### config.mk
export PLATFORM = sky130hd
export DESIGN_NAME = alu_frame_ctrl_flat
export DESIGN_NICKNAME = d
export VERILOG_FILES = /design/src/rtl/alu_sys_pkg.sv /design/src/rtl/alu_frame_ctrl_if.sv /design/src/rtl/alu_frame_tx.sv /design/src/rtl/alu_frame_ctrl.sv /design/src/flat_wrapper.sv
export SDC_FILE = /design/constraint.sdc
export NUM_CORES = 1
export LEC_CHECK = 0
export BUFFER_PORTS_ARGS = -buffer_cell sky130_fd_sc_hd__buf_2
export CAP_MARGIN = 25
export CORE_UTILIZATION = 53
export DETAILED_ROUTE_END_ITERATION = 12
export PLACE_DENSITY_LB_ADDON = 0.15
export SLEW_MARGIN = 25
export SYNTH_ARGS = -nofsm -noshare
export SYNTH_HDL_FRONTEND = slang
export SYNTH_SLANG_ARGS = --single-unit
export TNS_END_PERCENT = 1
### constraint.sdc
create_clock -name CLK -period 2.6 [get_ports CLK]
set_input_delay 0.13 -clock CLK [delete_from_list [all_inputs] [get_ports CLK]]
set_output_delay 0.13 -clock CLK [all_outputs]
set_load 0.05 [all_outputs]
### src/rtl/alu_sys_pkg.sv
// Shared definitions for the ALU command path: function codes, frame headers,
// flag bit positions and the frame controller state encoding.
package alu_sys_pkg;

    localparam int BYTE_W = 8;
    localparam int FLAG_W = 4;

    localparam logic [3:0] FUN_ADD    = 4'h0;
    localparam logic [3:0] FUN_SUB    = 4'h1;
    localparam logic [3:0] FUN_MUL    = 4'h2;
    localparam logic [3:0] FUN_DIV    = 4'h3;
    localparam logic [3:0] FUN_AND    = 4'h4;
    localparam logic [3:0] FUN_OR     = 4'h5;
    localparam logic [3:0] FUN_NAND   = 4'h6;
    localparam logic [3:0] FUN_NOR    = 4'h7;
    localparam logic [3:0] FUN_XOR    = 4'h8;
    localparam logic [3:0] FUN_XNOR   = 4'h9;
    localparam logic [3:0] FUN_CMP_EQ = 4'hA;
    localparam logic [3:0] FUN_CMP_GT = 4'hB;
    localparam logic [3:0] FUN_SHL    = 4'hC;
    localparam logic [3:0] FUN_SHR    = 4'hD;
    localparam logic [3:0] FUN_NOP    = 4'hF;

    localparam logic [7:0] HDR_FULL  = 8'hCC;
    localparam logic [7:0] HDR_REUSE = 8'hDD;

    // Bit positions inside the {Arith, Logic, CMP, Shift} flag nibble.
    localparam int FLG_SHIFT = 0;
    localparam int FLG_CMP   = 1;
    localparam int FLG_LOGIC = 2;
    localparam int FLG_ARITH = 3;

    typedef enum logic [3:0] {
        ST_IDLE,
        ST_RX_A0,
        ST_RX_A1,
        ST_RX_B0,
        ST_RX_B1,
        ST_RX_FUN,
        ST_EXEC,
        ST_TX_LO,
        ST_TX_HI,
        ST_TX_FLG
    } frame_state_e;

    function automatic logic is_rx_state(input frame_state_e s);
        return s inside {ST_RX_A0, ST_RX_A1, ST_RX_B0, ST_RX_B1, ST_RX_FUN};
    endfunction

endpackage

### src/rtl/alu_frame_ctrl_if.sv
// Byte-wide command receive and response transmit streams of the frame controller.
interface alu_frame_ctrl_if;

    logic [7:0] RX_DATA;
    logic       RX_VALID;
    logic       RX_READY;
    logic [7:0] TX_DATA;
    logic       TX_VALID;
    logic       TX_READY;

    modport master (
        output RX_DATA, RX_VALID, TX_READY,
        input  RX_READY, TX_DATA, TX_VALID
    );

    modport slave (
        input  RX_DATA, RX_VALID, TX_READY,
        output RX_READY, TX_DATA, TX_VALID
    );

endinterface

### src/rtl/alu_frame_tx.sv
// Response serializer: captures ALU result and flags on load, then presents
// result low byte, result high byte and flag byte under valid/ready.
module alu_frame_tx #(
    parameter int ALU_W = 16
) (
    input  logic             clk,
    input  logic             rst,
    input  logic             load,
    input  logic [ALU_W-1:0] load_result,
    input  logic [3:0]       load_flags,
    input  logic             tx_ready,
    output logic [7:0]       tx_data,
    output logic             tx_valid,
    output logic             tx_fire
);
    import alu_sys_pkg::*;

    localparam int RES_BYTES = ALU_W / BYTE_W;
    localparam int N_BYTES   = RES_BYTES + 1;
    localparam int IDX_W     = $clog2(N_BYTES);

    logic [ALU_W-1:0]  result_reg;
    logic [FLAG_W-1:0] flags_reg;
    logic [IDX_W-1:0]  idx_reg;
    logic              valid_reg;
    logic [BYTE_W-1:0] resp_byte [N_BYTES];

    for (genvar gi = 0; gi < RES_BYTES; gi++) begin : g_res_byte
        assign resp_byte[gi] = result_reg[gi*BYTE_W +: BYTE_W];
    end
    assign resp_byte[RES_BYTES] = {{(BYTE_W-FLAG_W){1'b0}}, flags_reg};

    // Byte selection only moves on a transfer, so TX_DATA holds during a stall.
    assign tx_data  = resp_byte[idx_reg];
    assign tx_valid = valid_reg;
    assign tx_fire  = valid_reg & tx_ready;

    always_ff @(posedge clk) begin
        if (rst) begin
            result_reg <= '0;
            flags_reg  <= '0;
            idx_reg    <= '0;
            valid_reg  <= 1'b0;
        end else if (load) begin
            result_reg <= load_result;
            flags_reg  <= load_flags;
            idx_reg    <= '0;
            valid_reg  <= 1'b1;
        end else if (tx_fire) begin
            if (idx_reg == IDX_W'(N_BYTES - 1)) begin
                idx_reg   <= '0;
                valid_reg <= 1'b0;
            end else begin
                idx_reg <= idx_reg + IDX_W'(1);
            end
        end
    end

endmodule

### src/rtl/alu_frame_ctrl.sv
// Command sequencer in front of the system ALU: parses byte frames, runs one
// ALU operation, and returns the captured result through the response serializer.
module alu_frame_ctrl #(
    parameter int         ALU_W     = 16,
    parameter int         FUN_W     = 4,
    parameter int         ALU_LAT   = 1,
    parameter int         TIMEOUT   = 64,
    parameter logic [7:0] HDR_FULL  = alu_sys_pkg::HDR_FULL,
    parameter logic [7:0] HDR_REUSE = alu_sys_pkg::HDR_REUSE
) (
    input  logic             CLK,
    input  logic             RST,
    alu_frame_ctrl_if.slave  bus,
    output logic [ALU_W-1:0] ALU_A,
    output logic [ALU_W-1:0] ALU_B,
    output logic [FUN_W-1:0] ALU_FUN,
    input  logic [ALU_W-1:0] ALU_OUT,
    input  logic [3:0]       ALU_FLAGS,
    output logic             BUSY,
    output logic             ERR
);
    import alu_sys_pkg::*;

    localparam int EXEC_W = (ALU_LAT > 0) ? $clog2(ALU_LAT + 1) : 1;
    localparam int TO_W   = (TIMEOUT > 0) ? $clog2(TIMEOUT + 1) : 1;
    localparam logic [FUN_W-1:0] FUN_IDLE = '1;

    frame_state_e      state_reg;
    logic [ALU_W-1:0]  alu_a_reg, alu_b_reg;
    logic [FUN_W-1:0]  alu_fun_reg;
    logic [EXEC_W-1:0] exec_cnt_reg;
    logic [TO_W-1:0]   tmo_cnt_reg;
    logic              rx_ready_reg, busy_reg, err_reg;
    logic              rx_fire, capture, tmo_hit, tmo_last, tx_fire;

    assign rx_fire  = bus.RX_VALID & rx_ready_reg;
    assign capture  = (state_reg == ST_EXEC) && (exec_cnt_reg == EXEC_W'(ALU_LAT));
    assign tmo_hit  = (TIMEOUT != 0) && is_rx_state(state_reg) && (tmo_cnt_reg == TO_W'(TIMEOUT));
    assign tmo_last = (TIMEOUT != 0) && (tmo_cnt_reg == TO_W'(TIMEOUT - 1));

    assign ALU_A        = alu_a_reg;
    assign ALU_B        = alu_b_reg;
    assign ALU_FUN      = alu_fun_reg;
    assign BUSY         = busy_reg;
    assign ERR          = err_reg;
    assign bus.RX_READY = rx_ready_reg;

    always_ff @(posedge CLK) begin
        if (RST) begin
            state_reg    <= ST_IDLE;
            alu_a_reg    <= '0;
            alu_b_reg    <= '0;
            alu_fun_reg  <= FUN_IDLE;
            exec_cnt_reg <= '0;
            tmo_cnt_reg  <= '0;
            rx_ready_reg <= 1'b1;
            busy_reg     <= 1'b0;
            err_reg      <= 1'b0;
        end else begin
            err_reg <= 1'b0;
            case (state_reg)
                ST_IDLE: begin
                    tmo_cnt_reg <= '0;
                    if (rx_fire) begin
                        if (bus.RX_DATA == HDR_FULL) begin
                            state_reg <= ST_RX_A0;
                            busy_reg  <= 1'b1;
                        end else if (bus.RX_DATA == HDR_REUSE) begin
                            state_reg <= ST_RX_FUN;
                            busy_reg  <= 1'b1;
                        end else begin
                            err_reg <= 1'b1;
                        end
                    end
                end
                ST_RX_A0, ST_RX_A1, ST_RX_B0, ST_RX_B1, ST_RX_FUN: begin
                    if (tmo_hit) begin
                        state_reg    <= ST_IDLE;
                        err_reg      <= 1'b1;
                        busy_reg     <= 1'b0;
                        rx_ready_reg <= 1'b1;
                        tmo_cnt_reg  <= '0;
                    end else if (rx_fire) begin
                        tmo_cnt_reg <= '0;
                        case (state_reg)
                            ST_RX_A0: begin
                                alu_a_reg[BYTE_W-1:0] <= bus.RX_DATA;
                                state_reg             <= ST_RX_A1;
                            end
                            ST_RX_A1: begin
                                alu_a_reg[ALU_W-1:BYTE_W] <= bus.RX_DATA;
                                state_reg                 <= ST_RX_B0;
                            end
                            ST_RX_B0: begin
                                alu_b_reg[BYTE_W-1:0] <= bus.RX_DATA;
                                state_reg             <= ST_RX_B1;
                            end
                            ST_RX_B1: begin
                                alu_b_reg[ALU_W-1:BYTE_W] <= bus.RX_DATA;
                                state_reg                 <= ST_RX_FUN;
                            end
                            default: begin
                                alu_fun_reg  <= bus.RX_DATA[FUN_W-1:0];
                                exec_cnt_reg <= '0;
                                rx_ready_reg <= 1'b0;
                                state_reg    <= ST_EXEC;
                            end
                        endcase
                    end else if (TIMEOUT != 0) begin
                        tmo_cnt_reg <= tmo_cnt_reg + TO_W'(1);
                        // Close the door one cycle early so no byte is taken and lost by the abort.
                        if (tmo_last) begin
                            rx_ready_reg <= 1'b0;
                        end
                    end
                end
                ST_EXEC: begin
                    if (capture) begin
                        alu_fun_reg <= FUN_IDLE;
                        state_reg   <= ST_TX_LO;
                    end else begin
                        exec_cnt_reg <= exec_cnt_reg + EXEC_W'(1);
                    end
                end
                ST_TX_LO: if (tx_fire) state_reg <= ST_TX_HI;
                ST_TX_HI: if (tx_fire) state_reg <= ST_TX_FLG;
                ST_TX_FLG: begin
                    if (tx_fire) begin
                        state_reg    <= ST_IDLE;
                        busy_reg     <= 1'b0;
                        rx_ready_reg <= 1'b1;
                    end
                end
                default: begin
                    state_reg    <= ST_IDLE;
                    busy_reg     <= 1'b0;
                    rx_ready_reg <= 1'b1;
                    alu_fun_reg  <= FUN_IDLE;
                end
            endcase
        end
    end

    alu_frame_tx #(
        .ALU_W(ALU_W)
    ) u_tx (
        .clk        (CLK),
        .rst        (RST),
        .load       (capture),
        .load_result(ALU_OUT),
        .load_flags (ALU_FLAGS),
        .tx_ready   (bus.TX_READY),
        .tx_data    (bus.TX_DATA),
        .tx_valid   (bus.TX_VALID),
        .tx_fire    (tx_fire)
    );

endmodule

### src/flat_wrapper.sv
// flat-port wrapper written by rule: the top's interface ports become plain ports
module alu_frame_ctrl_flat import alu_sys_pkg::*;
#(
    parameter int         ALU_W     = 16,
    parameter int         FUN_W     = 4,
    parameter int         ALU_LAT   = 1,
    parameter int         TIMEOUT   = 64,
    parameter logic [7:0] HDR_FULL  = alu_sys_pkg::HDR_FULL,
    parameter logic [7:0] HDR_REUSE = alu_sys_pkg::HDR_REUSE
)
  (CLK, RST, ALU_A, ALU_B, ALU_FUN, ALU_OUT, ALU_FLAGS, BUSY, ERR, bus_RX_DATA, bus_RX_VALID, bus_TX_READY, bus_RX_READY, bus_TX_DATA, bus_TX_VALID);
  alu_frame_ctrl_if bus_i ();
  input  logic CLK;
  input  logic RST;
  output logic [ALU_W-1:0] ALU_A;
  output logic [ALU_W-1:0] ALU_B;
  output logic [FUN_W-1:0] ALU_FUN;
  input  logic [ALU_W-1:0] ALU_OUT;
  input  logic [3:0] ALU_FLAGS;
  output logic BUSY;
  output logic ERR;
  input wire logic [$bits(bus_i.RX_DATA)-1:0] bus_RX_DATA;
  input wire logic [$bits(bus_i.RX_VALID)-1:0] bus_RX_VALID;
  input wire logic [$bits(bus_i.TX_READY)-1:0] bus_TX_READY;
  output wire logic [$bits(bus_i.RX_READY)-1:0] bus_RX_READY;
  output wire logic [$bits(bus_i.TX_DATA)-1:0] bus_TX_DATA;
  output wire logic [$bits(bus_i.TX_VALID)-1:0] bus_TX_VALID;
  assign bus_i.RX_DATA = bus_RX_DATA;
  assign bus_i.RX_VALID = bus_RX_VALID;
  assign bus_i.TX_READY = bus_TX_READY;
  assign bus_RX_READY = bus_i.RX_READY;
  assign bus_TX_DATA = bus_i.TX_DATA;
  assign bus_TX_VALID = bus_i.TX_VALID;
  alu_frame_ctrl #(.ALU_W(ALU_W), .FUN_W(FUN_W), .ALU_LAT(ALU_LAT), .TIMEOUT(TIMEOUT), .HDR_FULL(HDR_FULL), .HDR_REUSE(HDR_REUSE)) u_core (.CLK(CLK), .RST(RST), .bus(bus_i), .ALU_A(ALU_A), .ALU_B(ALU_B), .ALU_FUN(ALU_FUN), .ALU_OUT(ALU_OUT), .ALU_FLAGS(ALU_FLAGS), .BUSY(BUSY), .ERR(ERR));
endmodule
==> metrics.md, run 1 <==
| Metric | Value |
|---|---|
| RSZ-0062 raised after global routing | `false` |
| Overall power | `about 3200 uW` |
| Sw Ratio | `34.39%` |
| Main combinational cell family by area after synthesis | `simple AND/OR/NAND/NOR gates` |
| IO buf count | `slightly below 80` |
| Synth top area share | `44.88%` |
| DIE AREA | `6547 um^2` |
| Number of synthesized flops with an enable pin | `0` |
| Most frequent cells after synthesis | `dfxtp_1 (74), nand2_1 (55), nor2_1 (51)` |
| Clock sink total | `74` |
| Area delta synth->final | `20.62%` |
| Min-delay worst type | `input port to register` |
| Status | `finished, final reports clean` |
| Layout cells sized above 1 | `between 20% and 30%` |
| Synth Area in Adders | `0.7582%` |
| H-tree depth | `3` |
| Initial antenna violation count | `0` |
| Overall Global Routing Usage | `23.98%` |
| Drt total wl | `around 7.6 mm` |
| Setup TNS Final | `0 ns` |
| Crit path arrival time | `approximately 2.5 ns` |
| Worst-skew pair later-pin latency | `about 0.35 ns` |
| Post-cts sizing count | `0` |
| Reg2Reg Setup Slack | `0.37 ns` |
| Fill cell count | `between 500 and 600` |
| Clock Skews | `~0.013 ns` |
| Net count after synthesis | `between 400 and 500` |
| Worst-case vdd ir drop | `~0.45 mV` |
| Total CTS buffers | `9` |
| Gate power share | `between 20% and 30%` |
| Final Hold Viols | `0` |
| Kind of critical path | `register to register` |
| CTS tree | `yes` |
| # rows | `28` |
| Clock Tree Buf Depth | `2` |
| Die Span X | `roughly 81 um` |
| Dpl hpwl | `5.300 mm` |
| Inst Count DP | `between 500 and 600` |
| Diodes inserted | `0` |
| Actual slew at the worst max-slew pin | `about 0.85 ns` |
| Mux contribution to synthesized area | `12.74%` |
| Compound-Gate Fraction of Synth Area | `between 10% and 20%` |
| Initial DRC count | `192` |
| Worst-path clk slew | `~0.080 ns` |
| Leakage | `between 0.0015 and 0.002 uW` |
| Drt wl/cell | `around 15 um` |
| Synth area leader | `dfxtp_1` |
| Core area | `5956 um^2` |
| Post-route ant nets | `0` |
| Synth warn | `0` |
| Required time worst endpoint | `2.82 ns` |
| Largest net degree at the start of global routing | `55` |
| Gr ovfl total | `0` |
| Most common cell in the netlist | `dfxtp_1` |
| Post-route DRC | `0` |
| Fin. max-slew vios | `0` |
| Vias/cell | `around 5.6` |
| # IOs | `80` |
| Mapped Cells | `roughly 370` |
| Worst Path Max Fanout | `8` |
| Nets | `between 400 and 500` |
| Post-synth ARST share | `0%` |
| Post-CTS setup buffers | `0` |
| P_sw | `between 1000 and 1500 uW` |
| First-pass GRT wire length | `11.85 mm` |
| Startpoint class of the critical path | `register` |
| Rel. slew slack | `between 40% and 50%` |
| Final period util | `a little under nine tenths` |
| XOR/XNOR share of the synthesized area | `roughly 1.9%` |
| CP endpoint kind | `register` |
| Post-Synth Simple-Gate Area | `between 10% and 20%` |
| Avg Cell Area, Syn | `8.994 um^2` |
| Via count | `between 2000 and 3000` |
| Synth cell types | `52` |
| Final worst path period need | `~2.2 ns` |
| Root buffer cell | `clkbuf_8` |
| Starting Density | `between 50% and 60%` |
| Fmax achieved | `approximately 0.45 GHz` |
| # Max-Cap Violations | `0` |
| Seq/Total Area, Yosys | `about 45%` |
| Int Power | `2087 uW` |
| Seq cells post-synth | `74` |
| Top cells by area, synth | `dfxtp_1 (45%), mux2i_1 (13%), nand2_1 (6.3%)` |
| Clock power frac | `31.4%` |
| # hold bufs at CTS | `4` |
| PD cells | `~800 nW/um^2` |
| 1st-pass router iterations | `4` |
| Die extent in y | `approximately 80 um` |
| Synth Flop Type | `dfxtp_1` |
| Placer congestion estimate | `roughly 0.86` |
| Cell area after synthesis | `about 3300 um^2` |
| Number of global-route vias before repair | `between 2000 and 3000` |
| Flop pwr share | `about 41%` |
| Final setup fails | `0` |
| Layout Cells excl Fill | `about 520` |
[per-stage QoR]
step | hold WS, ns | util [%] | area (um^2) | worst slack [ns]
after floorplan | 0.2491 | - | 3301 | 0.3809
after global placement | 0.3714 | 62.37 | 3715 | 0.4394
after detailed placement | 0.3760 | 62.37 | 3715 | 0.3857
after CTS | 0.002283 | 66.85 | 3981 | 0.3706
after global routing | 0.01483 | 66.85 | 3981 | 0.2336
final | 0.01267 | 66.85 | 3981 | 0.3703
[final cells by class]
cell class              instances  area [um^2]  share of cell area [%]
flip-flops and latches         74         1481                   37.21
repair buffers                 86        457.9                   11.50
clock buffers                  10        137.6                   3.457
multi-input cells             266         1703                   42.77
clock inverters                 6        88.84                   2.231
inverters                       5        18.77                  0.4714
well taps                      75        93.84                   2.357
[power groups by stage]
stage / sequential, uW / combinational [uW] / clock [uW]
6_report: 1300 / 877 / 999
4_1_cts: 1300 / 876 / 1020
5_1_grt: 1320 / 943 / 1070
3_5_place_dp: 1330 / 869 / 0
3_3_place_gp: 1320 / 861 / 0
2_1_floorplan: 1450 / 543 / 0
[worst max-delay path, cell delays in order (launching register included)]
cell      delay, ns
dfxtp_1        0.34
inv_1          0.08
ha_1           0.16
nor2b_1        0.66
a2111o_1       0.55
mux2i_1        0.25
nor2_1         0.05
[per-layer routing]
metal	vias up	wire length (um)	global-route usage, %	part of all wire, %
met3	15	427	5.393	5.6
met1	1369	3389	29.83	45
met2	87	3586	38.66	47
met4	0	172	12.50	2.3
met5	-	0	0	0
li1	1434	-	-	-
[cells in the final DEF (no fill, tap or decap), drive strengths merged, types with 3 or more instances in the layout]
cell type	instances
nand2b	4
buf	82
o31ai	3
xor2	3
o22a	4
xnor2	4
nand3	4
mux2i	42
dfxtp	74
nor2	51
a21oi	31
o21ai	10
nand2	55
nor3	7
a2111oi	4
clkbuf	10
inv	6
dlygate4sd3	4
or2	3
[logic make-up (layout without fill, tap and decap cells)]
family,after synthesis,count (layout)
fa+ha+maj,2,2
simple gates,142,142
mux,42,42
flops,74,74
xor+xnor,7,7
buf+inv,27,107
compound gates,73,73
[final timing paths]
kind | startpoint | to | depth (start not counted)
setup / recovery | u_core.tmo_cnt_reg[0]$_SDFFE_PP0P_ | u_core.ALU_A[13]$_SDFFE_PP0P_ | 6
hold / removal | ALU_FLAGS[3] | u_core.u_tx.flags_reg[3]$_SDFFE_PP0P_ | 3
setup reg to reg | u_core.tmo_cnt_reg[0]$_SDFFE_PP0P_ | u_core.ALU_A[13]$_SDFFE_PP0P_ | 6
hold reg to reg | u_core.u_tx.result_reg[5]$_SDFFE_PP0P_ | u_core.u_tx.result_reg[5]$_SDFFE_PP0P_ | 2
Power figures use the tool's default switching activity.
==> run 2: changes to the inputs <==
ABC_AREA = 1   (was unset)
CORE_MARGIN = 10   (was unset)
SKIP_CTS_REPAIR_TIMING = 1   (was unset)
==> metrics.md, run 2 <==
| Metric | Value |
|---|---|
| Status | `finished, final reports clean` |
| Drt wl/cell | `~14 um` |
| Worst-skew pair later-pin latency | `0.34 ns` |
| Top cells by area, synth | `dfxtp_1 (45%), a21oi_1 (10%), inv_1 (7.0%)` |
| Root buffer cell | `clkbuf_8` |
| Dpl hpwl | `6.215 mm` |
| Area delta synth->final | `17.30%` |
| Synth Flop Type | `dfxtp_1` |
| Final period util | `a little under three quarters` |
| Largest net degree at the start of global routing | `between 50 and 60` |
| Placer congestion estimate | `between 0.9 and 1` |
| Synth area leader | `dfxtp_1` |
| Net count after synthesis | `479` |
| End of the worst register-to-register path | `u_core.ALU_A[8]$_SDFFE_PP0P_` |
| Launching point of the worst reg2reg path | `u_core.state_reg[3]$_SDFFE_PP0P_` |
| Overall Global Routing Usage | `~17%` |
| First-pass GRT wire length | `~14 mm` |
| Hold endpoint | `u_core.u_tx.result_reg[11]$_SDFFE_PP0P_` |
| Nets | `roughly 560` |
| Worst Path Max Fanout | `16` |
| FF/Latch Area | `1481 um^2` |
| Vias/cell | `approximately 5.1` |
| Setup TNS Final | `0 ns` |
| Clock sink total | `between 70 and 80` |
| Post-synth ARST share | `0%` |
| IO buf count | `79` |
| Via count | `between 3000 and 4000` |
| Most common cell in the netlist | `dfxtp_1` |
| CP endpoint kind | `register` |
| # rows | `28` |
| Rel. slew slack | `about two thirds` |
| Path depth of the worst reg2reg path | `6` |
| Initial antenna violation count | `0` |
| Post-route ant nets | `0` |
| # IOs | `80` |
| Starting Density | `55.53%` |
| Hold Crit Start | `ALU_OUT[11]` |
| Startpoint class of the critical path | `register` |
| Clock Tree Buf Depth | `2` |
| Commonest cells after routing, fill and taps aside | `buf_2 (79), dfxtp_1 (74), a21oi_1 (67)` |
| # Max-Cap Violations | `0` |
| Worst-case vdd ir drop | `0.3821 mV` |
| Fill cell count | `roughly 550` |
| Post-route DRC | `0` |
| Seq/Total Area, Yosys | `44.53%` |
| Number of synthesized flops with an enable pin | `0` |
| Number of global-route vias before repair | `~2900` |
| Mapped Cells | `around 450` |
| Die Span X | `99.23 um` |
| H-tree depth | `3` |
| Final Hold Viols | `0` |
| Avg Cell Area, Syn | `about 7.5 um^2` |
| Synth cell types | `32` |
| Seq cells post-synth | `between 70 and 80` |
| Fmax achieved | `0.5353 GHz` |
| Area of the multi-input gates | `1496 um^2` |
| Min-delay worst type | `input port to register` |
| Core area | `5991 um^2` |
| Initial DRC count | `190` |
| Cell area after synthesis | `between 3000 and 4000 um^2` |
| Leakage | `approximately 0.0017 uW` |
| Reg2Reg Setup Slack | `0.73 ns` |
| Clock Skews | `approximately 0.0066 ns` |
| Crit path arrival time | `approximately 2.1 ns` |
| Most frequent cells after synthesis | `dfxtp_1 (74), a21oi_1 (67), inv_1 (62)` |
| RSZ-0062 raised after global routing | `false` |
| Diodes inserted | `0` |
| 1st-pass router iterations | `4` |
| Drt total wl | `8.389 mm` |
| Final worst path period need | `around 1.9 ns` |
| PD cells | `599.5 nW/um^2` |
| Gr ovfl total | `0` |
| Final setup fails | `0` |
| Worst-path clk slew | `0.07 ns` |
| Total CTS buffers | `9` |
| Synth top area share | `between 40% and 50%` |
| Die extent in y | `just under 100 um` |
| Kind of critical path | `register to register` |
| Synth warn | `0` |
| Overall power | `between 2000 and 2500 uW` |
| Required time worst endpoint | `2.82 ns` |
| DIE AREA | `around 9800 um^2` |
| Fin. max-slew vios | `0` |
| Commonest non-fill, non-tap cell in the layout | `buf_2` |
| CTS tree | `yes` |
| Hold Path Depth | `3` |
| Actual slew at the worst max-slew pin | `between 0.5 and 0.6 ns` |
| Layout cells sized above 1 | `23.81%` |
-- run 2: changes by cell type after synthesis, moves of 5 or more --
cell,delta
a21oi_1,+36
clkbuf_1,-7
inv_1,+57
inv_2,+6
mux2i_1,-42
nand2_1,+5
nand3_1,+21
nor2_1,-16
o21ai_0,+34
o21ai_1,+11
-- run 2: power by group --
part,internal (uW),total (uW),switching (uW)
combinational,98.8,374,275
sequential,1170,1190,21.3
clock,363,775,411
total,1630,2340,708
-- run 2: how the worst max path moves through the flow --
stage / startpoint / to / cells past startpoint
2_1_floorplan: u_core.bus.RX_READY$_SDFFE_PP1P_ / u_core.ALU_B[5]$_SDFFE_PP0P_ / 6
3_3_place_gp: u_core.state_reg[0]$_SDFFE_PP0P_ / u_core.ALU_A[10]$_SDFFE_PP0P_ / 7
3_5_place_dp: u_core.state_reg[3]$_SDFFE_PP0P_ / u_core.ALU_A[8]$_SDFFE_PP0P_ / 6
4_1_cts: u_core.state_reg[1]$_SDFFE_PP0P_ / u_core.ALU_A[8]$_SDFFE_PP0P_ / 7
5_1_grt: u_core.u_tx.idx_reg[0]$_SDFFE_PP0P_ / bus_TX_DATA[6] / 5
6_report: u_core.state_reg[3]$_SDFFE_PP0P_ / u_core.ALU_A[8]$_SDFFE_PP0P_ / 6
-- run 2: cells by family (layout without fill, tap and decap cells) --
family / after synthesis / after routing / synth area share [%]
simple gates: 149 / 149 / 22.56
compound gates: 133 / 133 / 20.87
fa+ha+maj: 2 / 2 / 0.7520
xor+xnor: 3 / 3 / 0.7899
flops: 74 / 74 / 44.53
buf+inv: 84 / 164 / 10.49
-- run 2: layout make-up --
type,count,share of cell area [%]
Clock buffer,10,3.527
Clock inverter,5,0.8015
Inverter,69,6.637
Multi-Input combinational cell,287,38.35
Sequential cell,74,37.96
Tap cell,75,2.405
Timing Repair Buffer,80,10.32
-- run 2: worst max-delay path, cell delays in order, from the launching register on --
cell and delay, ns:
dfxtp_1 0.39, nor2_2 0.27, nand2_1 0.14, nand3_2 0.29, nand3b_2 0.33, o21ai_0 0.26, a21oi_1 0.06
-- run 2: stage by stage --
stage,cell area (um^2),cells,setup slack (ns),hold slack [ns],utilization (%)
2_1_floorplan,3327,445,0.7512,0.2649,-
3_3_place_gp,3734,585,0.8596,0.3629,62.32
3_5_place_dp,3734,585,0.7603,0.3644,62.32
4_1_cts,3902,600,0.7554,0.003344,65.14
5_1_grt,3902,600,0.5821,0.03120,65.14
6_report,3902,600,0.7319,0.01549,65.14
-- run 2: metal layers --
layer,vias up,track usage (%),routed length (um)
met5,-,0,0
met4,0,5.954,135
met3,10,5.606,546
met2,64,27.35,3963
met1,1390,20.48,3745
li1,1611,-,-
==> run 3: changes to the inputs <==
ABC_AREA = 0   (was 1)
CORE_UTILIZATION = 48   (was 53)
clock period = 1.7 ns   (was 2.6 ns; I/O delays follow)
==> metrics.md, run 3 (synthesized netlist as in run 1, its figures left out) <==
| Metric | Value |
|---|---|
| Max stage delay cell, worst path | `or4b_4` |
| Sw Ratio | `35.00%` |
| Largest net degree at the start of global routing | `46` |
| PD cells | `roughly 1100 nW/um^2` |
| Area delta synth->final | `36.50%` |
| Final worst slack | `-0.05084 ns` |
| Post-route ant nets | `0` |
| DIE AREA | `roughly 11000 um^2` |
| Largest stage delay on the critical path | `approximately 0.58 ns` |
| Kind of critical path | `register to register` |
| Clock power frac | `25.4%` |
| Gr ovfl total | `0` |
| Int Power | `between 3000 and 4000 uW` |
| Rel. slew slack | `between 70% and 80%` |
| Post-DP Area | `between 4000 and 5000 um^2` |
| Startpoint class of the critical path | `register` |
| Path depth of the worst reg2reg path | `4` |
| Clock sink total | `between 70 and 80` |
| # Max-Cap Violations | `0` |
| Commonest cells after routing, fill and taps aside | `buf_2 (79), dfxtp_1 (66), nand2_1 (55)` |
| Status | `finished, violations left` |
| Overall Global Routing Usage | `16.45%` |
| Post-route DRC | `0` |
| Worst Path Max Fanout | `3` |
| First-pass GRT wire length | `13.94 mm` |
| Layout Cells excl Fill | `~580` |
| Placer congestion estimate | `roughly 0.9` |
| Die extent in y | `102.9 um` |
| RSZ-0062 raised after global routing | `true` |
| Critical path origin | `u_core.tmo_cnt_reg[2]$_SDFFE_PP0P_` |
| Failing checks | `negative hold slack, negative setup slack` |
| Crit path arrival time | `around 2.0 ns` |
| # rows | `30` |
| Initial antenna violation count | `0` |
| Final period util | `103.0%` |
| Nets | `~530` |
| Worst-case vdd ir drop | `about 0.69 mV` |
| Core area | `between 6000 and 7000 um^2` |
| Diodes inserted | `0` |
| Final worst path period need | `1.751 ns` |
| Launching point of the worst reg2reg path | `u_core.tmo_cnt_reg[2]$_SDFFE_PP0P_` |
| Flop pwr share | `39.0%` |
| P_sw | `~1800 uW` |
| IO buf count | `79` |
| Root buffer cell | `clkbuf_8` |
| Final instance area | `between 4000 and 5000 um^2` |
| Vias/cell | `5.262` |
| WHS | `-0.02683 ns` |
| Dpl hpwl | `6.576 mm` |
| Drt wl/cell | `around 16 um` |
| # IOs | `80` |
| Leakage | `about 0.0019 uW` |
| Worst-skew pair later-pin latency | `0.35 ns` |
| Critical-path cell list | `or4b_4 > o2111ai_4 > nand4_2 > o311a_1` |
| Drt total wl | `slightly above 9 mm` |
| Clock Skews | `0.01097 ns` |
| Die Span X | `between 100 and 150 um` |
| Final Hold Viols | `7` |
| H-tree depth | `3` |
| CP endpoint kind | `register` |
| End of the worst register-to-register path | `u_core.state_reg[2]$_SDFFE_PP0P_` |
| Layout cells sized above 1 | `roughly a third` |
| Required time worst endpoint | `slightly below 2 ns` |
| Gate power share | `35.6%` |
| Clock Tree Buf Depth | `2` |
| Initial DRC count | `152` |
| Fin. max-slew vios | `0` |
| 1st-pass router iterations | `4` |
| CTS tree | `yes` |
| Fmax achieved | `~0.57 GHz` |
| CP Capture Point | `u_core.state_reg[2]$_SDFFE_PP0P_` |
| Starting Density | `between 40 and 50%` |
| Inst Count DP | `approximately 550` |
| Reg2Reg Setup Slack | `-0.05 ns` |
| Total CTS buffers | `9` |
| Final setup fails | `11` |
| Number of global-route vias before repair | `~2900` |
| Via count | `roughly 3100` |
| Min-delay worst type | `input port to register` |
| Commonest non-fill, non-tap cell in the layout | `buf_2` |
| Actual slew at the worst max-slew pin | `0.4473 ns` |
| Worst-path clk slew | `0.08 ns` |
| Overall power | `about 5000 uW` |
-- run 3: how the worst min path moves through the flow --
stage	depth (start not counted)	from	endpoint
5_1_grt	3	ALU_OUT[14]	u_core.u_tx.result_reg[14]$_SDFFE_PP0P_
6_report	3	ALU_OUT[14]	u_core.u_tx.result_reg[14]$_SDFFE_PP0P_
3_3_place_gp	3	ALU_OUT[14]	u_core.u_tx.result_reg[14]$_SDFFE_PP0P_
2_1_floorplan	1	bus_RX_DATA[1]	u_core.ALU_FUN[1]$_SDFFE_PP1P_
4_1_cts	3	ALU_OUT[6]	u_core.u_tx.result_reg[6]$_SDFFE_PP0P_
3_5_place_dp	3	ALU_OUT[6]	u_core.u_tx.result_reg[6]$_SDFFE_PP0P_
-- run 3: final cells by class --
type,instances,area (um^2)
flip-flops and latches,74,1491
repair buffers,141,934.6
clock buffers,10,127.6
well taps,80,100.1
fillers,581,2251
clock inverters,5,56.30
inverters,5,18.77
multi-input cells,266,1777
-- run 3: power groups by stage --
stage               clock network, uW  logic (uW)  registers (uW)
floorplan                           0         830            2230
global placement                    0        1630            2010
detailed placement                  0        1640            2010
CTS                              1330        1650            1980
global route                     1410        1960            2010
finish                           1300        1820            1990
-- run 3: critical path, delay by kind of cell, from the launching register on --
| family | cells | cell delay (ns) |
|---|---|---|
| compound gates | 2 | 0.59 |
| flops | 1 | 0.34 |
| simple gates | 2 | 0.71 |
-- run 3: through the flow --
step	setup WS, ns	hold WS, ns	utilization [%]	setup TNS (ns)
6_report	-0.05084	-0.02683	66.69	-0.2864
5_1_grt	-0.1643	0.0003058	66.69	-2.639
4_1_cts	-0.1522	-0.03356	63.07	-3.725
3_5_place_dp	-0.1292	0.3349	60.35	-3.454
3_3_place_gp	-0.06724	0.3275	60.35	-1.815
2_1_floorplan	-0.3705	0.2041	-	-6.869
-- run 3: metal layers --
layer  global-route usage [%]  wire length, um
met1                    20.34             4066
met3                    4.625              635
met5                        0                0
met2                    26.86             4399
met4                    5.455               98
